File: src/rtl/score_accumulator.sv
// score_accumulator: debounced 1/2/3-point buttons drive an external adder, and the saturated result lands in score (optional undo under SCORE_UNDO_EN).
// Latency: commit 2 cycles after the debounced rise. No backpressure: busy holds until every button is released.
module score_accumulator #(
    parameter int DEBOUNCE_CYCLES = 4,
    parameter int MAX_SCORE       = 99
) (
    input  logic       clk,
    input  logic       rst_n,
    input  logic       btn_p1,
    input  logic       btn_p2,
    input  logic       btn_p3,
    input  logic       mode_sub,
    input  logic       clear,
`ifdef SCORE_UNDO_EN
    input  logic       btn_undo,
`endif
    output logic [6:0] add_a,
    output logic [1:0] add_b,
    output logic       add_sub,
    input  logic [6:0] add_s,
    input  logic       add_cout,
    output logic [6:0] score,
    output logic       busy,
    output logic       sat
);

    localparam int CW = $clog2(DEBOUNCE_CYCLES + 1);
    localparam logic [CW-1:0] DB_MAX = CW'(DEBOUNCE_CYCLES);
    localparam logic [6:0] MAX7 = 7'(MAX_SCORE);

    localparam logic [1:0] IDLE    = 2'd0;
    localparam logic [1:0] CALC    = 2'd1;
    localparam logic [1:0] RELEASE = 2'd2;

`ifdef SCORE_UNDO_EN
    localparam int NB = 4;
    logic [NB-1:0] btn_raw;
    assign btn_raw = {btn_undo, btn_p3, btn_p2, btn_p1};
    logic [6:0] prev_score;
    logic       clr_q;
`else
    localparam int NB = 3;
    logic [NB-1:0] btn_raw;
    assign btn_raw = {btn_p3, btn_p2, btn_p1};
`endif

    logic [NB-1:0] btn_s1;
    logic [NB-1:0] btn_s2;
    logic [NB-1:0] deb;
    logic [CW-1:0] cnt [NB];
    logic          clr_s1;
    logic          clr_s2;
    logic [1:0]    state;
    logic [1:0]    code;
    logic          mode_l;
    logic [1:0]    press_code;

    always_comb begin
        deb = '0;
        for (int i = 0; i < NB; i++) begin
            deb[i] = (cnt[i] == DB_MAX);
        end
    end

    // Point-button priority: 3 beats 2 beats 1.
    always_comb begin
        press_code = 2'b00;
        if (deb[2])      press_code = 2'b11;
        else if (deb[1]) press_code = 2'b10;
        else if (deb[0]) press_code = 2'b01;
    end

    assign add_a   = score;
    assign add_b   = (state == CALC) ? code : 2'b00;
    assign add_sub = (state == CALC) ? mode_l : 1'b0;
    assign busy    = (state != IDLE);

    always_ff @(posedge clk) begin
        if (!rst_n) begin
            btn_s1 <= '0;
            btn_s2 <= '0;
            clr_s1 <= 1'b0;
            clr_s2 <= 1'b0;
            for (int i = 0; i < NB; i++) begin
                cnt[i] <= '0;
            end
            state  <= IDLE;
            code   <= 2'b00;
            mode_l <= 1'b0;
            score  <= 7'd0;
            sat    <= 1'b0;
`ifdef SCORE_UNDO_EN
            prev_score <= 7'd0;
            clr_q      <= 1'b0;
`endif
        end else begin
            btn_s1 <= btn_raw;
            btn_s2 <= btn_s1;
            clr_s1 <= clear;
            clr_s2 <= clr_s1;
            for (int i = 0; i < NB; i++) begin
                if (!btn_s2[i])
                    cnt[i] <= '0;
                else if (cnt[i] != DB_MAX)
                    cnt[i] <= cnt[i] + CW'(1);
            end
            sat <= 1'b0;
`ifdef SCORE_UNDO_EN
            clr_q <= clr_s2;
`endif

            if (clr_s2) begin
                score <= 7'd0;
`ifdef SCORE_UNDO_EN
                // Only the first cycle of a held clear snapshots the live score.
                if (!clr_q)
                    prev_score <= score;
`endif
                if (state == CALC)
                    state <= RELEASE;
            end else begin
                case (state)
                    IDLE: begin
                        if (press_code != 2'b00) begin
                            code   <= press_code;
                            mode_l <= mode_sub;
                            state  <= CALC;
                        end
`ifdef SCORE_UNDO_EN
                        else if (deb[3]) begin
                            score <= prev_score;
                            state <= RELEASE;
                        end
`endif
                    end
                    CALC: begin
`ifdef SCORE_UNDO_EN
                        prev_score <= score;
`endif
                        if (!mode_l) begin
                            if (add_cout || (add_s > MAX7)) begin
                                score <= MAX7;
                                sat   <= 1'b1;
                            end else begin
                                score <= add_s;
                            end
                        end else begin
                            // Subtract: carry-out low means the result borrowed below zero.
                            if (!add_cout) begin
                                score <= 7'd0;
                                sat   <= 1'b1;
                            end else begin
                                score <= add_s;
                            end
                        end
                        state <= RELEASE;
                    end
                    RELEASE: begin
                        if (deb == '0)
                            state <= IDLE;
                    end
                    default: state <= IDLE;
                endcase
            end
        end
    end

endmodule
File: config.mk
export PLATFORM = sky130hd
export DESIGN_NAME = score_accumulator
export DESIGN_NICKNAME = d
export VERILOG_FILES = /design/src/rtl/score_accumulator.sv
export SDC_FILE = /design/constraint.sdc
export NUM_CORES = 1
export LEC_CHECK = 0
export ABC_AREA = 1
export BUFFER_PORTS_ARGS = -buffer_cell sky130_fd_sc_hd__clkbuf_2
export CORE_ASPECT_RATIO = 1.75
export CORE_MARGIN = 2
export CORE_UTILIZATION = 45
export CTS_CLUSTER_SIZE = 20
export DETAILED_ROUTE_END_ITERATION = 10
export PLACE_DENSITY_LB_ADDON = 0.2
export SETUP_SLACK_MARGIN = 0.3
export SYNTH_ARGS = -nofsm -noshare
export SYNTH_HDL_FRONTEND = slang
export SYNTH_SLANG_ARGS = --single-unit
File: constraint.sdc
create_clock -name clk -period 1.7 [get_ports clk]
set_clock_uncertainty 0.1 [all_clocks]
set_input_delay 0.17 -clock clk [delete_from_list [all_inputs] [get_ports clk]]
set_output_delay 0.17 -clock clk [all_outputs]
set_load 0.03 [all_outputs]
==> flow_summary.json <==
{
  "run_status": "complete, no violations",
  "io_pins": 34,
  "fin_tns_setup_ns": 0,
  "reg2reg_to": "mode_l$_SDFFE_PN0P_",
  "final_cell_mix": "clkbuf_2 (30), inv_1 (26), nand2_1 (21), dfxtp_1 (20)",
  "max_stage_delay_ns": 0.32,
  "ir_drop_mv": 0.620,
  "die_area_um2": 3650,
  "place_area_um2": 1570,
  "fp.dieW_um": 46.6,
  "syn-cell-area_um2": 1430,
  "clock_latency_ns": 0.28,
  "synth_seq_cells": 30,
  "clkPwrFrac_pct": 37.0,
  "fin_crit_ns": 1.37,
  "cp.required_ns": 1.43,
  "fmax_mhz": 727,
  "rsz0062_at_grt": "true",
  "portBuffers": 33,
  "swShare_pct": 23.2,
  "worst-path-max-fanout": 11,
  "rows": 27,
  "muxShareOfSynthArea_pct": 0,
  "endpoint_kind": "output pin",
  "routedWlPerCell_um": 10.8,
  "hold_depth": 3,
  "syn_avg_cell_area_um2": 8.64,
  "gp_congestion": 0.705,
  "report.final.slew_viol_count": 0,
  "pwr-share-comb_pct": 9.3,
  "critPathSlowestCell": "dfxtp_1",
  "grt_start_max_net_pins": 13,
  "cts-buffers-inserted": 5,
  "clockBufferDepth": 2,
  "p_switching_uw": 331,
  "yosys.area_share.simple_pct": 18.9,
  "antenna_found_initial": 0,
  "dr.pass1.iters": 3,
  "crit_path_start_kind": "flop",
  "clockRootBuffer": "clkbuf_8",
  "ys_top_cells_by_area": "dfxtp_1 (29%), edfxtp_1 (19%), inv_1 (7.1%), nand2_1 (6.3%), a21oi_1 (5.3%)",
  "synth_compound_area_share_pct": 11.1,
  "cts_tree": "yes",
  "h-tree-depth": 2,
  "synth.distinct_cells": 27,
  "drv_cap": 0,
  "hold_violations": 0,
  "drc": 0,
  "grt.total_usage_pct": 16.0,
  "maxSlewHeadroom_pct": 78.5,
  "internal_power_mw": 1.10,
  "p_per_area_nw_per_um2": 796,
  "hpwl_um": 1950,
  "grt_pass1_wl_um": 4150,
  "nNetsFinal": 225,
  "start_util_pct": 46.4,
  "final_area_um2": 1800,
  "synth-xor-area-share_pct": 1.84,
  "worst_pin_slew_ns": 0.322,
  "finalSetupViolations": 0,
  "synth_warnings": 0,
  "ys_seq_area_share_pct": 48.4,
  "syn_nets": 186,
  "synth_top_area_share_pct": 29.5,
  "core-area_um2": 3070,
  "area_growth_pct": 25.9,
  "synth_cells": 165,
  "finish.utilization_pct": 58.4,
  "via_per_inst": 4.48,
  "worstPathArrival_ns": 1.10,
  "min_path_type": "in2reg",
  "cts.sinks": 30,
  "leakagePower_nw": 0.865,
  "power_frac_seq_pct": 53.6,
  "r2r_start": "cnt[2][0]$_SDFFCE_PN0P_",
  "gr-total-overflow": 0,
  "crit_chain": "inv_2 -> nand2_8 -> nor2_1 -> buf_4",
  "period_share_pct": 80.9,
  "min_from": "add_s[4]",
  "diodes": 0,
  "yosysTopAreaCell": "dfxtp_1",
  "die_h_um": 78.5,
  "vias": 1112,
  "clkTransAtPathRegs_ns": 0.05,
  "hold_end": "add_a[4]$_SDFFE_PP0P_",
  "crit_type": "reg2out",
  "grt_pass1_vias": 1064,
  "layout_commonest_cell": "clkbuf_2",
  "synthAdderAreaFrac_pct": 5.26,
  "r2r_setup_slack_ns": 0.36,
  "wl_um": 2690,
  "drtIter0Drc": 6,
  "drtAntennaViolNets": 0,
  "ff2ff_path_depth": 7,
  "synth_top_family_by_area": "simple AND/OR/NAND/NOR gates",
  "final_layout_size_suffix_gt1_share_pct": 33.7
}
-- logic make-up (layout without fill, tap and decap cells) --
logic type / Yosys count / count (layout)
AOI/OAI and AO/OA: 28 / 28
xor gates and xnor gates: 3 / 3
adders and majority gates: 6 / 6
buffers and inverters: 42 / 82
DFF: 30 / 30
and+or+nand+nor: 56 / 56
-- metal layers --
layer / global-route usage, % / up-vias / share of wire, %
met4: 9.43 / 0 / 2.6
li1: - / 587 / -
met3: 4.14 / 7 / 4.7
met2: 29.7 / 31 / 58
met1: 13.9 / 487 / 35
met5: 0 / - / 0
-- worst max-delay path, delay by kind of cell (launching register included) --
family,cells,cell delay [ns]
flip-flops,1,0.32
buffers and inverters,2,0.30
AND/OR/NAND/NOR,2,0.21
-- cell usage after synthesis, drive strengths merged --
cell and number:
o21ai 8, clkinv 1, dfxtp 21, xnor2 3
nand2 30, a21oi 17, inv 30, nor2 18
a21boi 1, buf 11, edfxtp 9, ha 6
o211ai 1, o21bai 1, nand3 8
-- state kept, by name, summed over array words and instances, names as in the netlist --
name	cells
cnt	9
clr_s1	1
btn_s1	3
btn_s2	3
mode_l	1
state	2
code	2
add_a	7
sat	1
clr_s2	1
-- area by class of cell --
class                   instances  area (um2)
fillers                       277        1280
flip-flops and latches         30         692
multi-input cells              93         589
repair buffers                 43         258
inverters                      31         123
clock buffers                   8        80.1
well taps                      43        53.8
-- how the worst max path moves through the flow --
| stage | from | endpoint | slack, ns |
|---|---|---|---|
| floorplan | cnt[2][0]$_SDFFCE_PN0P_ | cnt[2][0]$_SDFFCE_PN0P_ | 0.35 |
| global placement | cnt[2][0]$_SDFFCE_PN0P_ | cnt[2][0]$_SDFFCE_PN0P_ | 0.30 |
| detailed placement | cnt[2][0]$_SDFFCE_PN0P_ | cnt[2][2]$_SDFFCE_PN0P_ | 0.22 |
| CTS | state[0]$_SDFFE_PN0P_ | add_b[1] | 0.31 |
| global route | state[1]$_SDFFE_PN0P_ | add_b[1] | 0.26 |
| finish | state[1]$_SDFFE_PN0P_ | add_b[1] | 0.33 |
-- stage by stage --
step / hold WS (ns) / total power, mW / setup WS [ns] / std cells
finish: 0.0832 / 1.43 / 0.325 / 248
global route: 0.0991 / 1.49 / 0.258 / 248
CTS: 0.0731 / 1.44 / 0.313 / 244
detailed placement: 0.256 / 0.894 / 0.224 / 231
global placement: 0.251 / 0.889 / 0.297 / 231
floorplan: 0.168 / 0.861 / 0.355 / 165
-- power groups by stage --
stage	Sequential (mW)	Clock, mW	Combinational [mW]
final	0.766	0.529	0.133
after global routing	0.768	0.579	0.147
after CTS	0.766	0.551	0.125
after detailed placement	0.780	0	0.114
after global placement	0.779	0	0.110
after floorplan	0.784	0	0.0770
-- what timing repair did --
action | 4_1_cts | 5_1_grt
pin swaps | 1 | 2
endpoints found under the setup margin | 8 | 17
hold endpoints to repair | 4 | 0
hold buffers | 4 | 0
buffers inserted | 1 | 4
resized for setup | 9 | 12
Power figures use the tool's default switching activity.
